File: src/rtl/bg_column_loader_if.sv
// Bus bundle for the background column loader: engine handshake,
// level-ROM read port and bg_ram port-A write port.
interface bg_column_loader_if;
    logic        req;
    logic [7:0]  level_col;
    logic [5:0]  dst_col;
    logic        busy;
    logic        done;
    logic        err;
    logic [12:0] rom_addr;
    logic [8:0]  rom_data;
    logic [15:0] ram_addr;
    logic [8:0]  ram_din;
    logic        ram_we;

    modport master (
        output req, level_col, dst_col, rom_data,
        input  busy, done, err, rom_addr, ram_addr, ram_din, ram_we
    );

    modport slave (
        input  req, level_col, dst_col, rom_data,
        output busy, done, err, rom_addr, ram_addr, ram_din, ram_we
    );
endinterface

File: src/rtl/bg_column_loader.sv
// Copies one level-ROM column into a bg_ram column during vertical blanking,
// restarting the column from row 0 whenever the beam re-enters the visible area.
module bg_column_loader #(
    parameter int unsigned MAP_COLS   = 40,
    parameter int unsigned MAP_ROWS   = 30,
    parameter int unsigned LEVEL_COLS = 256,
    parameter int unsigned ROM_LAT    = 2
) (
    input  logic               clk,
    input  logic               clr,
    input  logic               f_tick,
    input  logic               video_on,
    bg_column_loader_if.slave  bus
);
    localparam int unsigned ROW_W  = (MAP_ROWS > 1) ? $clog2(MAP_ROWS) : 1;
    localparam int unsigned DR_W   = $clog2(ROM_LAT + 1);
    localparam int unsigned ROM_AW = 13;
    localparam int unsigned RAM_AW = 16;

    typedef enum logic [2:0] {IDLE, WAIT_VBL, READ, DRAIN, FINISH} state_e;

    state_e              state_q, state_d;
    logic [ROW_W-1:0]    row_q, row_d;
    logic [ROM_AW-1:0]   rom_addr_q, rom_addr_d;
    logic [RAM_AW-1:0]   rd_wa_q, rd_wa_d;
    logic [DR_W-1:0]     drain_q, drain_d;
    logic [7:0]          lvl_q, lvl_d;
    logic [5:0]          dst_q, dst_d;
    logic                busy_q, busy_d;
    logic                done_q, done_d;
    logic                err_q, err_d;
    logic [ROM_LAT-1:0]  vld_q, vld_d;
    logic [RAM_AW-1:0]   wa_q [ROM_LAT];
    logic [RAM_AW-1:0]   wa_d [ROM_LAT];
    logic                req_ok;

    assign req_ok = (32'(bus.dst_col) < MAP_COLS) && (32'(bus.level_col) < LEVEL_COLS);

    always_ff @(posedge clk or negedge clr) begin
        if (!clr) begin
            state_q    <= IDLE;
            row_q      <= '0;
            rom_addr_q <= '0;
            rd_wa_q    <= '0;
            drain_q    <= '0;
            lvl_q      <= '0;
            dst_q      <= '0;
            busy_q     <= 1'b0;
            done_q     <= 1'b0;
            err_q      <= 1'b0;
            vld_q      <= '0;
            for (int i = 0; i < int'(ROM_LAT); i++) wa_q[i] <= '0;
        end else begin
            state_q    <= state_d;
            row_q      <= row_d;
            rom_addr_q <= rom_addr_d;
            rd_wa_q    <= rd_wa_d;
            drain_q    <= drain_d;
            lvl_q      <= lvl_d;
            dst_q      <= dst_d;
            busy_q     <= busy_d;
            done_q     <= done_d;
            err_q      <= err_d;
            vld_q      <= vld_d;
            wa_q       <= wa_d;
        end
    end

    always_comb begin
        state_d    = state_q;
        row_d      = row_q;
        rom_addr_d = rom_addr_q;
        rd_wa_d    = rd_wa_q;
        drain_d    = drain_q;
        lvl_d      = lvl_q;
        dst_d      = dst_q;
        err_d      = 1'b0;

        // Write-address pipeline mirrors the ROM latency; stage 0 takes this cycle's read.
        for (int i = int'(ROM_LAT) - 1; i > 0; i--) begin
            vld_d[i] = vld_q[i-1];
            wa_d[i]  = wa_q[i-1];
        end
        vld_d[0] = 1'b0;
        wa_d[0]  = rd_wa_q;

        case (state_q)
            IDLE: begin
                if (bus.req) begin
                    if (req_ok) begin
                        lvl_d   = bus.level_col;
                        dst_d   = bus.dst_col;
                        state_d = WAIT_VBL;
                    end else begin
                        err_d = 1'b1;
                    end
                end
            end
            WAIT_VBL: begin
                if (f_tick) begin
                    state_d    = READ;
                    row_d      = '0;
                    rom_addr_d = ROM_AW'(lvl_q) * ROM_AW'(MAP_ROWS);
                    rd_wa_d    = RAM_AW'(dst_q);
                end
            end
            READ: begin
                vld_d[0] = 1'b1;
                if (row_q == ROW_W'(MAP_ROWS - 1)) begin
                    state_d = DRAIN;
                    drain_d = '0;
                end else begin
                    row_d      = row_q + ROW_W'(1);
                    rom_addr_d = rom_addr_q + ROM_AW'(1);
                    rd_wa_d    = rd_wa_q + RAM_AW'(MAP_COLS);
                end
            end
            DRAIN: begin
                if (drain_q == DR_W'(ROM_LAT - 1)) state_d = FINISH;
                else                               drain_d = drain_q + DR_W'(1);
            end
            FINISH:  state_d = IDLE;
            default: state_d = IDLE;
        endcase

        // Beam back in the visible area: drop everything in flight, wait for next blank.
        if (video_on && (state_q == READ || state_q == DRAIN)) begin
            state_d = WAIT_VBL;
            vld_d   = '0;
        end

        busy_d = (state_d == WAIT_VBL) || (state_d == READ) || (state_d == DRAIN);
        done_d = (state_d == FINISH);
    end

    // Write enable is gated by the beam directly so it drops in the same cycle.
    assign bus.ram_we   = vld_q[ROM_LAT-1] & ~video_on;
    assign bus.ram_addr = wa_q[ROM_LAT-1];
    assign bus.ram_din  = bus.ram_we ? bus.rom_data : '0;
    assign bus.rom_addr = rom_addr_q;
    assign bus.busy     = busy_q;
    assign bus.done     = done_q;
    assign bus.err      = err_q;
endmodule
File: src/flat_wrapper.sv
// flat-port wrapper written by rule: the top's interface ports become plain ports
module bg_column_loader_flat 
#(
    parameter int unsigned MAP_COLS   = 40,
    parameter int unsigned MAP_ROWS   = 30,
    parameter int unsigned LEVEL_COLS = 256,
    parameter int unsigned ROM_LAT    = 2
)
  (clk, clr, f_tick, video_on, bus_req, bus_level_col, bus_dst_col, bus_rom_data, bus_busy, bus_done, bus_err, bus_rom_addr, bus_ram_addr, bus_ram_din, bus_ram_we);
  bg_column_loader_if bus_i ();
  input  logic clk;
  input  logic clr;
  input  logic f_tick;
  input  logic video_on;
  input wire logic [$bits(bus_i.req)-1:0] bus_req;
  input wire logic [$bits(bus_i.level_col)-1:0] bus_level_col;
  input wire logic [$bits(bus_i.dst_col)-1:0] bus_dst_col;
  input wire logic [$bits(bus_i.rom_data)-1:0] bus_rom_data;
  output wire logic [$bits(bus_i.busy)-1:0] bus_busy;
  output wire logic [$bits(bus_i.done)-1:0] bus_done;
  output wire logic [$bits(bus_i.err)-1:0] bus_err;
  output wire logic [$bits(bus_i.rom_addr)-1:0] bus_rom_addr;
  output wire logic [$bits(bus_i.ram_addr)-1:0] bus_ram_addr;
  output wire logic [$bits(bus_i.ram_din)-1:0] bus_ram_din;
  output wire logic [$bits(bus_i.ram_we)-1:0] bus_ram_we;
  assign bus_i.req = bus_req;
  assign bus_i.level_col = bus_level_col;
  assign bus_i.dst_col = bus_dst_col;
  assign bus_i.rom_data = bus_rom_data;
  assign bus_busy = bus_i.busy;
  assign bus_done = bus_i.done;
  assign bus_err = bus_i.err;
  assign bus_rom_addr = bus_i.rom_addr;
  assign bus_ram_addr = bus_i.ram_addr;
  assign bus_ram_din = bus_i.ram_din;
  assign bus_ram_we = bus_i.ram_we;
  bg_column_loader #(.MAP_COLS(MAP_COLS), .MAP_ROWS(MAP_ROWS), .LEVEL_COLS(LEVEL_COLS), .ROM_LAT(ROM_LAT)) u_core (.clk(clk), .clr(clr), .f_tick(f_tick), .video_on(video_on), .bus(bus_i));
endmodule
File: config.mk
export PLATFORM = sky130hd
export DESIGN_NAME = bg_column_loader_flat
export DESIGN_NICKNAME = d
export VERILOG_FILES = /design/src/rtl/bg_column_loader_if.sv /design/src/rtl/bg_column_loader.sv /design/src/flat_wrapper.sv
export SDC_FILE = /design/constraint.sdc
export NUM_CORES = 1
export LEC_CHECK = 0
export CAP_MARGIN = 30
export CORE_MARGIN = 4
export CORE_UTILIZATION = 30
export DETAILED_ROUTE_END_ITERATION = 6
export PLACE_DENSITY = 0.54
export RECOVER_POWER = 50
export SYNTH_ARGS = -nofsm -noshare
export SYNTH_HDL_FRONTEND = slang
export SYNTH_SLANG_ARGS = --single-unit
File: constraint.sdc
create_clock -name clk -period 7.8 [get_ports clk]
set_clock_uncertainty 0.15 [all_clocks]
set_input_delay 1.56 -clock clk [delete_from_list [all_inputs] [get_ports clk]]
set_output_delay 1.56 -clock clk [all_outputs]
set_load 0.03 [all_outputs]
==> impl_metrics.yaml, run 1 <==
setup_path:
  critPathBufInv: 2
  worstSetupStartpointType: "input pin"
  cp_data_required_time_ps: 6090
  path_depth: 4
  worst_endpoint_data_arrival_time_ps: 3520
  r2r-start: "u_core.lvl_q[5]"
  critical_path.endpoint_type: "output pin"
  rr_worst_depth: 10
  timing.critical_path.max_delay_family: "buffers and inverters"
  worstPathMaxFanout: 10
  reg2reg_slack_ps: 4480
  critical_path.max_stage_delay_ps: 670
  slowest_stage: "sky130_fd_sc_hd__clkdlybuf4s50_1"
  worst-setup-path-type: "in2out"
  regToRegEndpoint: "u_core.bus.rom_addr[12]"
  critical_path.cell_chain: "dlygate4sd3_1 > nor2b_1 > and2_1 > clkdlybuf4s50_1"
layout:
  insertedDiodeCount: 0
  area_growth_pct: 24.8
  drive_above_1_share: 0.0813
  nets: 536
  final_cell_area_um2: 5650
grt:
  grt.met3_usage: 0.0398
  grt_usage: 0.118
  grt_pass1_vias: 3229
  top_usage_layer: "met2"
  globalRoute.totalOverflow: 0
  grtUsageMet2: 0.197
  use_met1: 0.148
  grt_antenna_before_repair: 0
  grt_max_degree: 58
  grt_pass1_wl_um: 15900
synthesis:
  library_cell_with_the_highest_instance_count_after_synthesis: "sky130_fd_sc_hd__dfrtp_1"
  synth-warning-count: 0
  yosys_most_used_dff: "sky130_fd_sc_hd__dfrtp_1"
  synth_nets: 468
  synth_top_area_frac: 0.498
  ys_seq_area_frac: 0.498
  edff_count_synth: 0
  synth_cell_type_count: 57
  synthesis.instances: 407
  async_flop_share: 1.00
  synth.area.top_cells: "sky130_fd_sc_hd__dfrtp_1 (50%), sky130_fd_sc_hd__fa_1 (5.7%), sky130_fd_sc_hd__ha_1 (5.5%)"
  synthTopCellsByCount: "sky130_fd_sc_hd__dfrtp_1 (90), sky130_fd_sc_hd__nand2_1 (35), sky130_fd_sc_hd__nor2_1 (31)"
  ys_ff_latch: 90
  syn_area_per_cell_um2: 11.1
  synth_largest_area_cell: "sky130_fd_sc_hd__dfrtp_1"
  mappedNetlistArea_um2: 4530
worst_hold_path:
  worst_hold_path.endpoint: "u_core.bus.ram_addr[15]"
  timing.hold.worst.start: "u_core.wa_d[15]"
  timing.hold.worst_path_depth: 0
  hold_path.class: "reg2reg"
floorplanning:
  floorplan.die_area_um2: 17100
  top_level_ports: 70
  placement_rows: 44
  placeable_core_region_um2: 14600
  initial_core_util: 0.309
  die_h_um: 131
  die_width_um: 131
clock_tree:
  ctsRootBufferMaster: "sky130_fd_sc_hd__clkbuf_16"
  cts_inserted_buffers: 9
  cts_post_setup_buffers_inserted: 0
  clock_tree_from_tritoncts: "yes"
  total_of_cells_resized_after_clock_tree_synthesis: 0
  clock_tree.htree_level_count: 3
  cts_buffer_depth: 2
  clock_slew_seen_by_the_registers_of_the_worst_setup_and_hold_paths_ps: 70
  cts.sinks: 90
  clock_latency_ps: 350
  cts_hold_buffers: 0
placed_design:
  io_buffer_count: 69
  weighted_congestion_at_the_end_of_routability_driven_global_placement: 0.819
  postPlaceCellArea_um2: 5370
  detailedPlacementHpwl_um: 6740
route:
  route.detailed.drc: 0
  viasPerCell: 4.73
  via_count: 3144
  drt_first_pass_iters: 4
  detailedRoute.firstIterationViolations: 202
  wire_per_inst_um: 14.1
  detail_route_antenna_nets: 0
  wire_length_reported_by_the_detailed_router_um: 9350
sta:
  report.final.slew_viol_count: 35
  rsz_0062_raised_after_global_routing: "no"
  setup-tns-final_ps: 0
  fmax_ghz: 0.191
  finalCritPeriodShare: 0.670
  worst_slew_pin_slew_ps: 1690
  worst_slew_margin_rel: -0.126
  final_period_minus_worst_setup_slack_ps: 5230
  hold_violations: 0
  number_of_endpoints_failing_setup_at_the_final_stage: 0
status:
  status: "complete, but fails checks"
  violated_checks: "capacitance limit, slew limit"
flow_run:
  timing.max_cap.violations: 1
-- cell usage in the layout (no fill, tap or decap), types with 9 or more instances in the layout --
cell type / netlist / layout
sky130_fd_sc_hd__nand2_1: 35 / 35
sky130_fd_sc_hd__o21ai_0: 14 / 14
sky130_fd_sc_hd__xor2_1: 15 / 15
sky130_fd_sc_hd__and3_1: 10 / 10
sky130_fd_sc_hd__and2_1: 12 / 12
sky130_fd_sc_hd__mux2_4: 9 / 9
sky130_fd_sc_hd__nand4_1: 12 / 12
sky130_fd_sc_hd__dfrtp_1: 90 / 90
sky130_fd_sc_hd__ha_1: 20 / 20
sky130_fd_sc_hd__fa_1: 13 / 13
sky130_fd_sc_hd__nor2_1: 31 / 31
sky130_fd_sc_hd__clkbuf_16: 0 / 9
sky130_fd_sc_hd__inv_1: 27 / 27
sky130_fd_sc_hd__a21oi_1: 23 / 23
sky130_fd_sc_hd__clkdlybuf4s50_1: 0 / 67
-- worst reg2reg max path: stages (launching register included) --
cell                       delay [ps]
sky130_fd_sc_hd__dfrtp_1          380
sky130_fd_sc_hd__inv_1            240
sky130_fd_sc_hd__fa_1             490
sky130_fd_sc_hd__fa_1             510
sky130_fd_sc_hd__inv_1             40
sky130_fd_sc_hd__ha_1             360
sky130_fd_sc_hd__and3_1           210
sky130_fd_sc_hd__a22oi_1          210
sky130_fd_sc_hd__o211ai_1         160
sky130_fd_sc_hd__mux2i_1          140
sky130_fd_sc_hd__or3_1            300
-- worst max-delay path by stage --
stage              from              to  slack, ps
6_report       video_on  bus_ram_din[5]       2570
5_1_grt        video_on  bus_ram_din[6]       2460
4_1_cts        video_on  bus_ram_din[5]       2650
3_5_place_dp   video_on  bus_ram_din[5]       2660
3_3_place_gp   video_on  bus_ram_din[6]       2810
2_1_floorplan  video_on  bus_ram_din[0]       3650
-- logic make-up (layout without fill, tap and decap cells) --
group / after synthesis / count (layout) / share of synthesized area
flip-flops: 90 / 90 / 0.498
multiplexers: 18 / 18 / 0.0509
AND/OR/NAND/NOR: 135 / 135 / 0.159
adder cells (fa/ha/maj): 33 / 33 / 0.113
buffers and inverters: 42 / 115 / 0.0439
XOR/XNOR: 19 / 19 / 0.0368
AO/OA/AOI/OAI: 70 / 70 / 0.0990
-- per-layer routing --
metal,wire [µm],up-vias,share of wire
met1,4000,1539,0.43
met3,454,9,0.049
met2,4830,61,0.52
met5,0,-,0
met4,66,0,0.0071
li1,-,1535,-
-- per-stage QoR --
step	instances	setup WS, ps	util	hold WS, ps
finish	664	2570	0.386	199
detailed placement	648	2660	0.367	185
global placement	646	2810	0.366	183
global route	664	2460	0.386	210
floorplan	407	3650	-	181
CTS	664	2650	0.386	201
-- flip-flops by register name, summed over array words and instances, names as in the netlist --
| register | cells |
|---|---|
| u_core.bus.rom_addr | 13 |
| u_core.rd_wa_q | 16 |
| u_core.bus.done | 1 |
| u_core.bus.ram_addr | 16 |
| u_core.vld_q | 2 |
| u_core.lvl_q | 8 |
| u_core.bus.busy | 1 |
| u_core.row_q | 5 |
| u_core.drain_q | 2 |
| u_core.dst_q | 6 |
| u_core.bus.err | 1 |
| u_core.wa_d | 16 |
| u_core.state_q | 3 |
-- cell type report --
cell class / instances / area (µm²)
Fill cell: 1429 / 8990
Clock inverter: 7 / 58.8
Inverter: 27 / 101
Sequential cell: 90 / 2250
Tap cell: 184 / 230
Clock buffer: 9 / 225
Multi-Input combinational cell: 275 / 2070
Timing Repair Buffer: 72 / 711
Power of run 1 is not shown: default switching activity piles up to over one toggle a cycle in this logic, so the estimate is an artifact.
==> run 2, diff against run 1 <==
PLACE_DENSITY = 0.55   (was 0.54)
clock period = 4.7 ns   (was 7.8 ns; I/O delays follow)
==> run 2 against run 1 <==
  * The run still ends with capacitance limit, slew limit left
  * Worst setup slack worse by 1800 ps
  * Non-clock buffer count unchanged
  * Sequential share of layout area about the same
  * First-iteration DRC count up 8.4%
  * Register-to-register slack worse by 3100 ps
  * Clock-buffer cell count up 2
==> impl_metrics.yaml, run 2 (same netlist as run 1, synthesis figures left out) <==
status:
  status: "complete, but fails checks"
  violated_checks: "capacitance limit, slew limit"
layout:
  area_growth_pct: 24.7
  nets: 536
  most-common-layout-cells: "sky130_fd_sc_hd__dfrtp_1 (90), sky130_fd_sc_hd__clkdlybuf4s50_1 (67), sky130_fd_sc_hd__nand2_1 (35)"
  layout.cells.most_common: "sky130_fd_sc_hd__dfrtp_1"
  multi_input_area_um2: 2070
  insertedDiodeCount: 0
  drive_above_1_share: 0.0792
  fillCellCount: 1447
  regArea_um2: 2250
grt:
  grtUsageMet2: 0.198
  grt_usage: 0.121
  top_usage_layer: "met2"
  grt_pass1_wl_um: 16100
  grt_pass1_vias: 3282
  grt.met3_usage: 0.0435
  use_met1: 0.147
  globalRoute.totalOverflow: 0
  grt_antenna_before_repair: 0
  grt_max_degree: 70
worst_hold_path:
  hold_path.class: "reg2reg"
sta:
  worst_slew_pin_slew_ps: 1730
  finalCritPeriodShare: 0.838
  final_period_minus_worst_setup_slack_ps: 3940
  worst_slew_margin_rel: -0.152
  setup-tns-final_ps: 0
  fmax_ghz: 0.254
  number_of_endpoints_failing_setup_at_the_final_stage: 0
  rsz_0062_raised_after_global_routing: "no"
  hold_violations: 0
  report.final.slew_viol_count: 70
route:
  via_count: 3169
  viasPerCell: 4.77
  detailedRoute.firstIterationViolations: 219
  detail_route_antenna_nets: 0
  wire_per_inst_um: 14.4
  wire_length_reported_by_the_detailed_router_um: 9540
  drt_first_pass_iters: 4
  route.detailed.drc: 0
clock_tree:
  clock_slew_seen_by_the_registers_of_the_worst_setup_and_hold_paths_ps: 60
  cts_buffer_depth: 2
  ctsRootBufferMaster: "sky130_fd_sc_hd__clkbuf_16"
  cts_inserted_buffers: 9
  total_of_cells_resized_after_clock_tree_synthesis: 0
  clock_latency_ps: 350
  cts_hold_buffers: 0
  clock_tree_from_tritoncts: "yes"
  cts.sinks: 90
  clock_tree.htree_level_count: 3
  cts_post_setup_buffers_inserted: 0
placed_design:
  detailedPlacementHpwl_um: 6860
  weighted_congestion_at_the_end_of_routability_driven_global_placement: 0.796
  io_buffer_count: 69
setup_path:
  worst_endpoint_data_arrival_time_ps: 2850
  worstPathMaxFanout: 10
  worst-setup-path-type: "in2out"
  worstSetupStartpointType: "input pin"
  critical_path.endpoint_type: "output pin"
  cp_data_required_time_ps: 3610
floorplanning:
  placement_rows: 44
  floorplan.die_area_um2: 17100
  placeable_core_region_um2: 14600
  die_width_um: 131
  die_h_um: 131
  initial_core_util: 0.309
  top_level_ports: 70
flow_run:
  timing.max_cap.violations: 1
-- run 2: worst paths after layout --
check / depth (start not counted) / end / slack, ps / from
worst min-delay path: 0 / u_core.bus.ram_addr[8] / 200 / u_core.wa_d[8]
worst min register to register: 0 / u_core.bus.ram_addr[8] / 200 / u_core.wa_d[8]
worst max-delay path: 4 / bus_ram_din[4] / 760 / video_on
worst max register to register: 10 / u_core.bus.rom_addr[10] / 1370 / u_core.lvl_q[5]
min in group asynchronous: 1 / u_core.bus.ram_addr[13] / 900 / clr
max in group asynchronous: 2 / u_core.wa_d[10] / 1650 / clr
-- run 2: through the flow --
step / hold WS, ps / cells / utilization / instance area, µm² / setup slack [ps]
floorplan: 181 / 407 / - / 4530 / 1590
global placement: 182 / 647 / 0.366 / 5360 / 941
detailed placement: 186 / 648 / 0.367 / 5370 / 840
CTS: 200 / 664 / 0.386 / 5650 / 840
global route: 207 / 664 / 0.385 / 5640 / 602
finish: 198 / 664 / 0.385 / 5640 / 760
-- run 2: area by class of cell --
cell class,instances,share of cell area
well taps,184,0.0408
clock inverters,5,0.00665
multi-input cells,275,0.367
repair buffers,72,0.125
inverters,27,0.0180
flip-flops and latches,90,0.399
clock buffers,11,0.0430
-- run 2: per-layer routing --
layer  wire [µm]  vias to the layer above
met5           0                        -
met3         509                       17
met2        4790                       63
met1        4070                     1545
met4         177                        0
li1            -                     1544
-- run 2: critical path, cell delays in order --
cell	delay, ps
sky130_fd_sc_hd__dlygate4sd3_1	630
sky130_fd_sc_hd__nor2b_1	410
sky130_fd_sc_hd__and2_1	200
sky130_fd_sc_hd__clkdlybuf4s50_1	670
Power of run 2 is left out for the same reason.
==> run 3, diff against run 2 <==
clock period = 3.21 ns   (was 4.7 ns; I/O delays follow)
==> run 3 against run 2 <==
  * The run now ends clean
  * Largest cell class unchanged
  * Clock-buffer cell count is the same
  * Routed wire length is 2.0% higher
  * Global-route usage is 0.054 points higher
  * Critical path type is now reg2reg
  * Utilization increased by 0.83 points
  * Worst setup slack got worse by 600 ps
==> impl_metrics.yaml, run 3 (same netlist as run 1, synthesis figures left out) <==
placed_design:
  io_buffer_count: 69
  postPlaceCellArea_um2: 5450
  pre_cts_ws_ps: -4.37
  weighted_congestion_at_the_end_of_routability_driven_global_placement: 0.888
  detailedPlacementHpwl_um: 7100
layout:
  most-common-layout-cells: "sky130_fd_sc_hd__dfrtp_1 (90), sky130_fd_sc_hd__clkdlybuf4s50_1 (59), sky130_fd_sc_hd__nand2_1 (35)"
  nets: 550
  insertedDiodeCount: 0
  area_growth_pct: 27.4
  layout.cells.most_common: "sky130_fd_sc_hd__dfrtp_1"
  final_cell_area_um2: 5770
  drive_above_1_share: 0.142
sta:
  worst_slew_margin_rel: 0.211
  whs_ps: 198
  number_of_endpoints_failing_setup_at_the_final_stage: 0
  finalCritPeriodShare: 0.950
  fmax_ghz: 0.328
  final_period_minus_worst_setup_slack_ps: 3050
  worst_slew_pin_slew_ps: 1180
  rsz_0062_raised_after_global_routing: "yes"
  report.final.slew_viol_count: 0
  final_critical_path_setup_slack_ps: 162
  hold_violations: 0
setup_path:
  worst_path_most_repeated_cell: "sky130_fd_sc_hd__fa_1"
  worst_endpoint_data_arrival_time_ps: 3130
  worst-setup-path-type: "reg2reg"
  timing.critical_path.max_delay_family: "adder cells"
  worstPathMaxFanout: 3
  critPathBufInv: 1
  critical_path.cell_chain: "buf_4 > fa_1 > fa_1 > fa_2 > a21o_1 > o2bb2ai_1 > nor2_1 > xnor2_1 > a221o_1"
  slowest_stage: "sky130_fd_sc_hd__fa_1"
  critical_path.max_stage_delay_ps: 520
  worstSetupStartpointType: "flop"
  cp_data_required_time_ps: 3290
  critical_path.endpoint_type: "flop"
clock_tree:
  cts_inserted_buffers: 9
  cts_hold_buffers: 0
  cts_buffer_depth: 2
  clock_tree_from_tritoncts: "yes"
  clock_tree.htree_level_count: 3
  clock_latency_ps: 350
  cts.sinks: 90
  clock_slew_seen_by_the_registers_of_the_worst_setup_and_hold_paths_ps: 70
  ctsRootBufferMaster: "sky130_fd_sc_hd__clkbuf_16"
status:
  status: "finished clean"
floorplanning:
  initial_core_util: 0.309
  die_h_um: 131
  die_width_um: 131
  placeable_core_region_um2: 14600
  placement_rows: 44
  floorplan.die_area_um2: 17100
  top_level_ports: 70
route:
  drt_first_pass_iters: 4
  detail_route_antenna_nets: 0
  route.detailed.drc: 0
  wire_length_reported_by_the_detailed_router_um: 9740
  via_count: 3201
  detailedRoute.firstIterationViolations: 212
  wire_per_inst_um: 14.4
  viasPerCell: 4.72
grt:
  grt_pass1_wl_um: 16200
  globalRoute.totalOverflow: 0
  grt_max_degree: 49
  grt_antenna_before_repair: 0
  grt_usage: 0.121
  grt_pass1_vias: 3278
worst_hold_path:
  hold_path.class: "reg2reg"
flow_run:
  timing.max_cap.violations: 0
[run 3: area by class of cell]
| cell class | count | area (µm²) |
|---|---|---|
| fillers | 1411 | 8880 |
| flip-flops and latches | 90 | 2250 |
| multi-input cells | 275 | 2110 |
| repair buffers | 86 | 788 |
| clock buffers | 11 | 243 |
| well taps | 184 | 230 |
| inverters | 27 | 104 |
| clock inverters | 5 | 37.5 |
[run 3: final timing paths]
path / start / slack [ps] / to / depth (start not counted)
worst max-delay path: u_core.lvl_q[2] / 160 / u_core.bus.rom_addr[9] / 9
worst min register to register: u_core.wa_d[8] / 200 / u_core.bus.ram_addr[8] / 0
worst max register to register: u_core.lvl_q[2] / 160 / u_core.bus.rom_addr[9] / 9
max in group asynchronous: clr / 830 / u_core.rd_wa_q[9] / 2
min in group asynchronous: clr / 380 / u_core.bus.ram_addr[4] / 1
worst min-delay path: u_core.wa_d[8] / 200 / u_core.bus.ram_addr[8] / 0
[run 3: worst reg2reg max path, stage by stage, from the launching register on]
cell and delay (ps):
sky130_fd_sc_hd__dfrtp_1 390, sky130_fd_sc_hd__buf_4 140, sky130_fd_sc_hd__fa_1 520, sky130_fd_sc_hd__fa_1 470, sky130_fd_sc_hd__fa_2 370, sky130_fd_sc_hd__a21o_1 200
sky130_fd_sc_hd__o2bb2ai_1 160, sky130_fd_sc_hd__nor2_1 130, sky130_fd_sc_hd__xnor2_1 90, sky130_fd_sc_hd__a221o_1 300
[run 3: stage by stage]
stage,setup TNS (ps),std cells,util
CTS,0,676,0.391
global route,-132,678,0.394
finish,0,678,0.394
detailed placement,-4.37,660,0.372
global placement,0,659,0.372
floorplan,0,407,-
[run 3: layer usage]
layer | track usage | wire length [µm] | vias to the layer above
met2 | 0.191 | 4700 | 61
li1 | - | - | 1569
met3 | 0.0435 | 492 | 15
met1 | 0.155 | 4420 | 1556
met4 | 0.0436 | 126 | 0
met5 | 0 | 0 | -
[run 3: timing repair]
action                     4_1_cts  5_1_grt
pin swaps                        0        1
setup endpoints to repair        1        5
buffers inserted                 0        2
gates resized for setup          1        7
Power of run 3 is left out for the same reason.
